--- src/rtl/boardtest_gen_if.sv ---
`default_nettype none
// ============================================================================
// Module   : boardtest_gen_if
// Brief    : Front-panel, reference and indicator signals of the board test
//            block, grouped for the top-level hookup.
// Revision : 1.0 - initial release
// ============================================================================
interface boardtest_gen_if #(
    parameter int N_LED  = 4,
    parameter int N_BTN  = 4,
    parameter int MEAS_W = 24
);
    logic [N_BTN-1:0]  BTN;
    logic              DIR;
    logic              REFIN;
    logic [N_LED-1:0]  LED;
    logic [N_BTN-1:0]  BTN_PRESS;
    logic [N_BTN-1:0]  BTN_TGL;
    logic              REFOUT;
    logic [MEAS_W-1:0] REF_PERIOD;
    logic              REF_VALID;
    logic              REF_TIMEOUT;
    logic              SCLK;

    modport master (
        output BTN, DIR, REFIN,
        input  LED, BTN_PRESS, BTN_TGL, REFOUT, REF_PERIOD, REF_VALID,
               REF_TIMEOUT, SCLK
    );

    modport slave (
        input  BTN, DIR, REFIN,
        output LED, BTN_PRESS, BTN_TGL, REFOUT, REF_PERIOD, REF_VALID,
               REF_TIMEOUT, SCLK
    );
endinterface
`default_nettype wire

--- src/rtl/boardtest_gen.sv ---
`default_nettype none
// ============================================================================
// Module   : boardtest_gen
// Brief    : Board bring-up block: LED chaser, debounced buttons, reference
//            edge detect / divide / period meter, and a divided test clock.
// Revision : 1.0 - initial release
// ============================================================================
module boardtest_gen #(
    parameter int N_LED     = 4,
    parameter int LED_DIV_W = 23,
    parameter int N_BTN     = 4,
    parameter int DEB_MAX   = 65535,
    parameter int MEAS_W    = 24,
    parameter int SCLK_DIV  = 1
) (
    input  logic           CLK36,
    input  logic           RST,
    boardtest_gen_if.slave bus
);
    localparam int DEB_W  = (DEB_MAX > 1) ? $clog2(DEB_MAX) : 1;
    localparam int SCLK_W = (SCLK_DIV > 1) ? $clog2(SCLK_DIV) : 1;

    localparam logic [LED_DIV_W-1:0] LED_CNT_ONE = LED_DIV_W'(1);
    localparam logic [N_LED-1:0]     LED_INIT    = N_LED'(1);
    localparam logic [DEB_W-1:0]     DEB_LAST    = DEB_W'(DEB_MAX - 1);
    localparam logic [DEB_W-1:0]     DEB_ONE     = DEB_W'(1);
    localparam logic [MEAS_W-1:0]    PCNT_SAT    = '1;
    localparam logic [MEAS_W-1:0]    PCNT_ONE    = MEAS_W'(1);
    localparam logic [SCLK_W-1:0]    SCLK_LAST   = SCLK_W'(SCLK_DIV - 1);
    localparam logic [SCLK_W-1:0]    SCLK_ONE    = SCLK_W'(1);

    // ------------------------------------------------------------------
    // LED chaser
    // ------------------------------------------------------------------
    logic [LED_DIV_W-1:0] led_cnt;
    logic [N_LED-1:0]     led;

    always_ff @(posedge CLK36) begin
        if (RST) begin
            led_cnt <= '0;
            led     <= LED_INIT;
        end else begin
            led_cnt <= led_cnt + LED_CNT_ONE;
            // Pure rotation keeps the pattern one-hot without any repair logic.
            if (&led_cnt) begin
                if (bus.DIR) begin
                    led <= {led[0], led[N_LED-1:1]};
                end else begin
                    led <= {led[N_LED-2:0], led[N_LED-1]};
                end
            end
        end
    end

    assign bus.LED = led;

    // ------------------------------------------------------------------
    // Button synchronise / debounce, one independent lane per button
    // ------------------------------------------------------------------
    logic [N_BTN-1:0] btn_press;
    logic [N_BTN-1:0] btn_tgl;

    for (genvar b = 0; b < N_BTN; b++) begin : g_btn
        logic             btn_s1;
        logic             btn_s2;
        logic             stable;
        logic [DEB_W-1:0] deb_cnt;
        logic             press;
        logic             tgl;

        always_ff @(posedge CLK36) begin
            if (RST) begin
                btn_s1  <= 1'b1;
                btn_s2  <= 1'b1;
                stable  <= 1'b1;
                deb_cnt <= '0;
                press   <= 1'b0;
                tgl     <= 1'b0;
            end else begin
                btn_s1 <= bus.BTN[b];
                btn_s2 <= btn_s1;
                press  <= 1'b0;
                if (btn_s2 == stable) begin
                    deb_cnt <= '0;
                end else if (deb_cnt == DEB_LAST) begin
                    stable  <= btn_s2;
                    deb_cnt <= '0;
                    // Only the released-to-pressed transition is reported.
                    if (stable) begin
                        press <= 1'b1;
                        tgl   <= ~tgl;
                    end
                end else begin
                    deb_cnt <= deb_cnt + DEB_ONE;
                end
            end
        end

        assign btn_press[b] = press;
        assign btn_tgl[b]   = tgl;
    end

    assign bus.BTN_PRESS = btn_press;
    assign bus.BTN_TGL   = btn_tgl;

    // ------------------------------------------------------------------
    // Reference input: synchronise, edge detect, divide, measure period
    // ------------------------------------------------------------------
    logic              ref_s1;
    logic              ref_s2;
    logic              ref_dly;
    logic              ref_rise;
    logic [MEAS_W-1:0] pcnt;
    logic              armed;
    logic              refout;
    logic [MEAS_W-1:0] ref_period;
    logic              ref_valid;
    logic              ref_timeout;

    assign ref_rise = ref_s2 & ~ref_dly;

    always_ff @(posedge CLK36) begin
        if (RST) begin
            ref_s1      <= 1'b0;
            ref_s2      <= 1'b0;
            ref_dly     <= 1'b0;
            pcnt        <= '0;
            armed       <= 1'b0;
            refout      <= 1'b0;
            ref_period  <= '0;
            ref_valid   <= 1'b0;
            ref_timeout <= 1'b0;
        end else begin
            ref_s1    <= bus.REFIN;
            ref_s2    <= ref_s1;
            ref_dly   <= ref_s2;
            ref_valid <= 1'b0;
            if (ref_rise) begin
                refout      <= ~refout;
                pcnt        <= PCNT_ONE;
                armed       <= 1'b1;
                ref_timeout <= 1'b0;
                // A saturated count means the interval is unknown: re-arm only.
                if (armed && (pcnt != PCNT_SAT)) begin
                    ref_period <= pcnt;
                    ref_valid  <= 1'b1;
                end
            end else begin
                if (pcnt != PCNT_SAT) begin
                    pcnt <= pcnt + PCNT_ONE;
                end else begin
                    ref_timeout <= 1'b1;
                end
            end
        end
    end

    assign bus.REFOUT      = refout;
    assign bus.REF_PERIOD  = ref_period;
    assign bus.REF_VALID   = ref_valid;
    assign bus.REF_TIMEOUT = ref_timeout;

    // ------------------------------------------------------------------
    // Free-running test clock
    // ------------------------------------------------------------------
    logic [SCLK_W-1:0] sclk_cnt;
    logic              sclk;

    always_ff @(posedge CLK36) begin
        if (RST) begin
            sclk_cnt <= '0;
            sclk     <= 1'b0;
        end else if (sclk_cnt == SCLK_LAST) begin
            sclk_cnt <= '0;
            sclk     <= ~sclk;
        end else begin
            sclk_cnt <= sclk_cnt + SCLK_ONE;
        end
    end

    assign bus.SCLK = sclk;

endmodule
`default_nettype wire

--- src/flat_wrapper.sv ---
// flat-port wrapper written by rule: the top's interface ports become plain ports
module boardtest_gen_flat 
#(
    parameter int N_LED     = 4,
    parameter int LED_DIV_W = 23,
    parameter int N_BTN     = 4,
    parameter int DEB_MAX   = 65535,
    parameter int MEAS_W    = 24,
    parameter int SCLK_DIV  = 1
)
  (CLK36, RST, bus_BTN, bus_DIR, bus_REFIN, bus_LED, bus_BTN_PRESS, bus_BTN_TGL, bus_REFOUT, bus_REF_PERIOD, bus_REF_VALID, bus_REF_TIMEOUT, bus_SCLK);
  boardtest_gen_if #(.N_LED(N_LED), .N_BTN(N_BTN), .MEAS_W(MEAS_W)) bus_i ();
  input  logic CLK36;
  input  logic RST;
  input wire logic [$bits(bus_i.BTN)-1:0] bus_BTN;
  input wire logic [$bits(bus_i.DIR)-1:0] bus_DIR;
  input wire logic [$bits(bus_i.REFIN)-1:0] bus_REFIN;
  output wire logic [$bits(bus_i.LED)-1:0] bus_LED;
  output wire logic [$bits(bus_i.BTN_PRESS)-1:0] bus_BTN_PRESS;
  output wire logic [$bits(bus_i.BTN_TGL)-1:0] bus_BTN_TGL;
  output wire logic [$bits(bus_i.REFOUT)-1:0] bus_REFOUT;
  output wire logic [$bits(bus_i.REF_PERIOD)-1:0] bus_REF_PERIOD;
  output wire logic [$bits(bus_i.REF_VALID)-1:0] bus_REF_VALID;
  output wire logic [$bits(bus_i.REF_TIMEOUT)-1:0] bus_REF_TIMEOUT;
  output wire logic [$bits(bus_i.SCLK)-1:0] bus_SCLK;
  assign bus_i.BTN = bus_BTN;
  assign bus_i.DIR = bus_DIR;
  assign bus_i.REFIN = bus_REFIN;
  assign bus_LED = bus_i.LED;
  assign bus_BTN_PRESS = bus_i.BTN_PRESS;
  assign bus_BTN_TGL = bus_i.BTN_TGL;
  assign bus_REFOUT = bus_i.REFOUT;
  assign bus_REF_PERIOD = bus_i.REF_PERIOD;
  assign bus_REF_VALID = bus_i.REF_VALID;
  assign bus_REF_TIMEOUT = bus_i.REF_TIMEOUT;
  assign bus_SCLK = bus_i.SCLK;
  boardtest_gen #(.N_LED(N_LED), .LED_DIV_W(LED_DIV_W), .N_BTN(N_BTN), .DEB_MAX(DEB_MAX), .MEAS_W(MEAS_W), .SCLK_DIV(SCLK_DIV)) u_core (.CLK36(CLK36), .RST(RST), .bus(bus_i));
endmodule
--- config.mk ---
export PLATFORM = sky130hd
export DESIGN_NAME = boardtest_gen_flat
export DESIGN_NICKNAME = d
export VERILOG_FILES = /design/src/rtl/boardtest_gen_if.sv /design/src/rtl/boardtest_gen.sv /design/src/flat_wrapper.sv
export SDC_FILE = /design/constraint.sdc
export NUM_CORES = 1
export LEC_CHECK = 0
export BUFFER_PORTS_ARGS = -buffer_cell sky130_fd_sc_hd__buf_2
export CAP_MARGIN = 25
export CORE_ASPECT_RATIO = 1.4
export CORE_MARGIN = 4
export CORE_UTILIZATION = 30
export CTS_CLUSTER_SIZE = 20
export DETAILED_ROUTE_END_ITERATION = 8
export HOLD_SLACK_MARGIN = 0.06
export MAX_ROUTING_LAYER = met4
export PLACE_DENSITY = 0.53
export SYNTH_ARGS = -nofsm -noshare
export SYNTH_HDL_FRONTEND = slang
export SYNTH_SLANG_ARGS = --single-unit
--- constraint.sdc ---
create_clock -name CLK36 -period 4.4 [get_ports CLK36]
set_input_delay 0.66 -clock CLK36 [delete_from_list [all_inputs] [get_ports CLK36]]
set_output_delay 0.66 -clock CLK36 [all_outputs]
set_load 0.01 [all_outputs]
==> results of run 1 <==
-- cell type report --
type / count / area (µm²)
clock buffers: 25 / 495.5
repair buffers: 55 / 319.1
fillers: 2494 / 15630
multi-input cells: 607 / 3805
inverters: 20 / 75.07
clock inverters: 7 / 67.56
well taps: 310 / 387.9
flip-flops and latches: 168 / 3363
-- synthesized netlist by cell type, types with 11 or more instances --
library cell  instances  area share (%)
dfxtp_1             168              45
nand2_1             102             5.2
nor2_1               91             4.6
nand3_1              44             3.0
mux2i_1              40             5.4
xnor2_1              38             4.5
xor2_1               30             3.5
clkbuf_1             29             1.5
a21oi_1              25             1.7
nand4_1              25             2.1
or3_1                23             1.9
nor4_1               22             1.9
inv_1                19            0.96
nor3_1               18             1.2
and4_1               14             1.7
or4_1                14             1.4
and3_1               13             1.1
or2_2                13             1.1
o21ai_0              12            0.81
o31ai_1              11             1.1
-- layer usage --
layer | global-route usage [%] | vias up | wire length (µm)
li1 | - | 3004 | -
met4 | 4.345 | 0 | 231
met5 | - | - | 0
met3 | 2.911 | 12 | 443
met2 | 18.79 | 63 | 7373
met1 | 14.41 | 2658 | 7188
-- registers in the layout (all words and copies together) (netlist names), 4 cells and up --
name and cells:
u_core.pcnt 24, u_core.g_btn.press 4, u_core.g_btn.deb_cnt 64, u_core.g_btn.stable 4
u_core.g_btn.btn_s2 4, u_core.led_cnt 23, u_core.bus.REF_PERIOD 24, u_core.g_btn.tgl 4
u_core.g_btn.btn_s1 4, u_core.bus.LED 4
-- worst min path at each step --
stage	startpoint	to
6_report	u_core.g_btn[2].btn_s1$_SDFF_PP1_	u_core.g_btn[2].btn_s2$_SDFF_PP1_
5_1_grt	bus_BTN[1]	u_core.g_btn[1].btn_s1$_SDFF_PP1_
4_1_cts	bus_BTN[1]	u_core.g_btn[1].btn_s1$_SDFF_PP1_
3_5_place_dp	u_core.g_btn[2].btn_s1$_SDFF_PP1_	u_core.g_btn[2].btn_s2$_SDFF_PP1_
3_3_place_gp	u_core.g_btn[1].btn_s1$_SDFF_PP1_	u_core.g_btn[1].btn_s2$_SDFF_PP1_
2_1_floorplan	u_core.g_btn[0].btn_s1$_SDFF_PP1_	u_core.g_btn[0].btn_s2$_SDFF_PP1_
-- through the flow --
step	area [µm²]	util [%]	hold slack [ps]	total power, µW
global placement	7911	32.77	392.5	1652
detailed placement	7923	32.82	394.0	1653
global route	8513	35.26	405.3	3162
finish	8513	35.26	408.6	3038
CTS	8486	35.15	396.2	3093
floorplan	7431	-	389.5	1630
-- report_power, final --
part	switching (µW)	internal [µW]	leakage, µW
sequential	10.5	1530	0.00136
combinational	45.8	27.9	0.00119
clock	583	837	0.000269
-- worst reg2reg max path, stage by stage (launching register included) --
cell	delay (ps)
dfxtp_1	420
ha_1	240
nand4_1	320
nor4_4	880
a21oi_4	360
buf_16	270
mux2i_1	130
-- cells by family (layout without fill, tap and decap cells) --
logic type | count (synthesis) | in the layout | synth area share (%)
AO/OA/AOI/OAI | 81 | 81 | 7.409
multiplexers | 46 | 46 | 6.297
flip-flops | 168 | 168 | 45.26
adder cells (fa/ha/maj) | 10 | 10 | 1.684
other | 1 | 1 | 0.05047
buffers and inverters | 63 | 107 | 3.721
XOR/XNOR | 68 | 68 | 8.015
AND/OR/NAND/NOR | 401 | 401 | 27.56
==> results.cfg, run 1 <==
[finish]
final_common_cell = dfxtp_1
instances_no_fill = 1192
fin_nets = 887
mostFrequentLayoutCells = dfxtp_1, nand2_1, nor2_1, buf_2, nand3_1
drive_above_1_share_pct = 13.27
diodes = 0
area_growth_pct = 14.56

[die]
io_pins = 48
die_y_um = 194.2
die_area_um2 = 27390
initial_utilization_pct = 30.78
core.rowCount = 67
core_um2 = 24140
die_w_um = 141.0

[detailed_routing]
drt_iter0_markers = 209
routed_via_density = 4.813
wirelength_um = 15240
wl_per_cell_um = 12.78
antenna_left = 0
dr.pass1.iters = 4
drc_errors = 0
vias = 5737

[worst_setup_path]
path_depth = 6
path_cells = ha_1 > nand4_1 > nor4_4 > a21oi_4 > buf_16 > mux2i_1
path_class = reg2reg
cp_top_family = simple AND/OR/NAND/NOR gates
startpoint = u_core.pcnt[0]$_SDFFE_PP0P_
reg2reg_slack_ps = 1680
crit_slowest_cell = nor4_4
cp-start-kind = register
critPathMaxFanout = 16
critPathBufInv = 1
endpoint_kind = register
critical_path_arrival_ps = 3030
crit_path_max_incr_delay_ps = 880
r2r-start = u_core.pcnt[0]$_SDFFE_PP0P_
ff2ff_path_depth = 6
worstReg2RegEnd = u_core.bus.REF_PERIOD[8]$_SDFFE_PP0P_
crit_end = u_core.bus.REF_PERIOD[8]$_SDFFE_PP0P_
cp.required_ps = 4710

[yosys]
synth-edff-count = 0
synth_flop_cell = dfxtp_1
synthCells = 838
syn-num-nets = 856
ys_types = 52
avgSynthCellArea_um2 = 8.867
netlist_area_um2 = 7431
yosys_warnings = 0
synthArstFlopShare_pct = 0
ys_seq_elements = 168
ys_seq_area_share_pct = 45.26

[clocking]
post_cts_resized = 0
cts_buffers = 17
ctsRootBufferMaster = clkbuf_16
htreeDepth = 4
cts.sinks = 168
postCtsSetupBuffers = 0
cts_tree = yes
clock_latency_ps = 420
path_clk_slew_ps = 60
ctsLongestPathBuffers = 2
postCtsHoldBufs = 0

[power_and_ir_drop]
power.density_nw_per_um2 = 356.9
leakagePower_uw = 0.002817
ir_worst_vdd_mv = 0.2684

[global_route]
grt_pass1_wl_um = 26310
grt_use_total_pct = 11.78
grt_overflow = 0
grt_max_degree = 54
antenna_found_initial = 0
grt_pass1_vias = 5509

[placement]
place.port_buffers = 47
place.gp.congestion = 0.7558
hpwlAfterDp_um = 10470
post-place-cells = 1159
place_ws_ps = 1690

[timing]
finalCritPeriodShare_pct = 61.90
clock.fmax_mhz = 367.1
fin_crit_ps = 2724
slew_headroom_pct = 39.92
setup_viol = 0
hold_viol = 0
skew_ps = 8.904
slew_violations = 0
tightest_slew_ps = 894.5
layout_setup_ws_ps = 1676
setup-tns-final_ps = 0
rsz0062_at_grt = false

[min_path]
min_path_type = reg2reg
hold_depth = 1

[run]
drv_cap = 0

[status]
status = finished, final reports clean
Power figures use the tool's default switching activity.
==> inputs of run 2 (changes only) <==
--- a/config.mk
+++ b/config.mk
@@ -14,7 +14,7 @@
 export DETAILED_ROUTE_END_ITERATION = 8
 export HOLD_SLACK_MARGIN = 0.06
 export MAX_ROUTING_LAYER = met4
-export PLACE_DENSITY = 0.53
+export PLACE_DENSITY = 0.55
 export SYNTH_ARGS = -nofsm -noshare
 export SYNTH_HDL_FRONTEND = slang
 export SYNTH_SLANG_ARGS = --single-unit
==> constraint.sdc (replaced) <==
create_clock -name CLK36 -period 2.2 [get_ports CLK36]
set_input_delay 0.33 -clock CLK36 [delete_from_list [all_inputs] [get_ports CLK36]]
set_output_delay 0.33 -clock CLK36 [all_outputs]
set_load 0.01 [all_outputs]
==> results.cfg, run 2 (synthesized netlist as in run 1, its figures left out) <==
[status]
status = finished, final reports clean

[placement]
place.port_buffers = 47
place.gp.congestion = 0.7674
hpwlAfterDp_um = 10640

[die]
die_w_um = 141.0
core_um2 = 24140
die_area_um2 = 27390
initial_utilization_pct = 30.78
core.rowCount = 67
io_pins = 48
die_y_um = 194.2

[global_route]
antenna_found_initial = 0
grt_use_total_pct = 11.99
grt_pass1_wl_um = 26870
grt_pass1_vias = 5607
grt_overflow = 0
grt_max_degree = 38

[detailed_routing]
wl_per_cell_um = 12.50
antenna_left = 0
drc_errors = 0
wirelength_um = 15240
drt_iter0_markers = 209
vias = 5835
dr.pass1.iters = 5
routed_via_density = 4.787

[finish]
regMostFlops = u_core.g_btn.deb_cnt
fin_nets = 914
final_util_pct = 36.25
final_common_cell = dfxtp_1
mostFrequentLayoutCells = dfxtp_1, nand2_1, nor2_1, buf_2, nand3_1
largest_reg_flops = 64
diodes = 0
area_growth_pct = 17.76
drive_above_1_share_pct = 16.06

[worst_setup_path]
critical_path_arrival_ps = 2400
path_class = reg2reg
endpoint_kind = register
cp-start-kind = register
cp.required_ps = 2570
critPathMaxFanout = 8

[timing]
setup_viol = 0
slew_headroom_pct = 57.76
tightest_slew_ps = 632.2
clock.fmax_mhz = 491.4
finalCritPeriodShare_pct = 92.49
setup-tns-final_ps = 0
slew_violations = 0
skew_ps = 14.54
hold_viol = 0
fin_crit_ps = 2035
rsz0062_at_grt = false

[power_and_ir_drop]
leakagePower_uw = 0.002961
p_int_uw = 4669
switching_share_pct = 24.27
clkPwrFrac_pct = 47.2
p_sw_uw = 1496
ir_worst_vdd_mv = 0.4990
combinationalPowerShare_pct = 2.8
seqPwrFrac_pct = 50.0
power.density_nw_per_um2 = 704.5

[clocking]
cts.sinks = 168
post_cts_resized = 0
cts_buffers = 17
path_clk_slew_ps = 70
ctsLongestPathBuffers = 2
clock_latency_ps = 430
ctsRootBufferMaster = clkbuf_16
htreeDepth = 4
cts_tree = yes

[min_path]
min_path_type = in2reg

[run]
drv_cap = 0
==> run 2: cell types whose count changed in the layout (fill, tap and decap cells not counted), sizes merged <==
| cell | delta |
|---|---|
| dlygate4sd3 | +2 |
| clkinvlp | -2 |
| inv | +9 |
| clkbuf | -7 |
| bufinv | -1 |
| clkinv | +1 |
| buf | +25 |
==> run 2: layer usage <==
layer,track usage (%),vias to the layer above,wire [µm]
met1,14.26,2706,7076
met2,19.66,62,7523
met5,-,-,0
li1,-,3058,-
met3,3.133,9,460
met4,4.022,0,178
==> run 2: worst max-delay path, cell delays in order (launching register included) <==
cell and delay, ps:
dfxtp_1 480, nand3_1 120, or4_1 720, a2111oi_2 430, mux2i_1 210
==> run 2: cell type report <==
cell class / instances / area [µm²]
Clock buffer: 18 / 439.2
Clock inverter: 14 / 132.6
Fill cell: 2513 / 15390
Inverter: 20 / 75.07
Multi-Input combinational cell: 607 / 3805
Sequential cell: 168 / 3363
Tap cell: 310 / 387.9
Timing Repair Buffer: 82 / 548.0
==> run 2: final timing paths <==
kind                                startpoint                                end  slack (ps)  cells after the start
min                                 bus_BTN[3]  u_core.g_btn[3].btn_s1$_SDFF_PP1_         100                      2
min reg2reg  u_core.g_btn[0].btn_s1$_SDFF_PP1_  u_core.g_btn[0].btn_s2$_SDFF_PP1_         410                      1
max reg2reg        u_core.pcnt[2]$_SDFFE_PP0P_       u_core.pcnt[21]$_SDFFE_PP0P_         170                      4
max                u_core.pcnt[2]$_SDFFE_PP0P_       u_core.pcnt[21]$_SDFFE_PP0P_         170                      4
==> run 2: per-stage QoR <==
stage / power, µW / hold slack (ps) / std cells / instance area, µm² / setup slack [ps]
final: 6165 / 99.43 / 1219 / 8751 / 165.1
after global routing: 6427 / 84.78 / 1219 / 8751 / 41.92
after CTS: 6277 / 81.73 / 1215 / 8701 / 106.3
after detailed placement: 3326 / 402.1 / 1181 / 8109 / 123.8
after global placement: 3325 / 394.2 / 1181 / 8109 / 161.1
after floorplan: 3260 / 389.5 / 838 / 7431 / 176.2
==> run 2: what timing repair did <==
action / 4_1_cts / 5_1_grt
hold endpoints to repair: 2 / 0
setup endpoints to repair: 0 / 1
buffers inserted: 0 / 3
hold buffers: 2 / 0
==> run 2: power by group through the flow <==
stage / sequential, µW / clock [µW] / combinational (µW)
final: 3080 / 2910 / 173
after global routing: 3090 / 3150 / 196
after CTS: 3080 / 3020 / 177
after detailed placement: 3150 / 0 / 173
after global placement: 3150 / 0 / 173
after floorplan: 3150 / 0 / 107
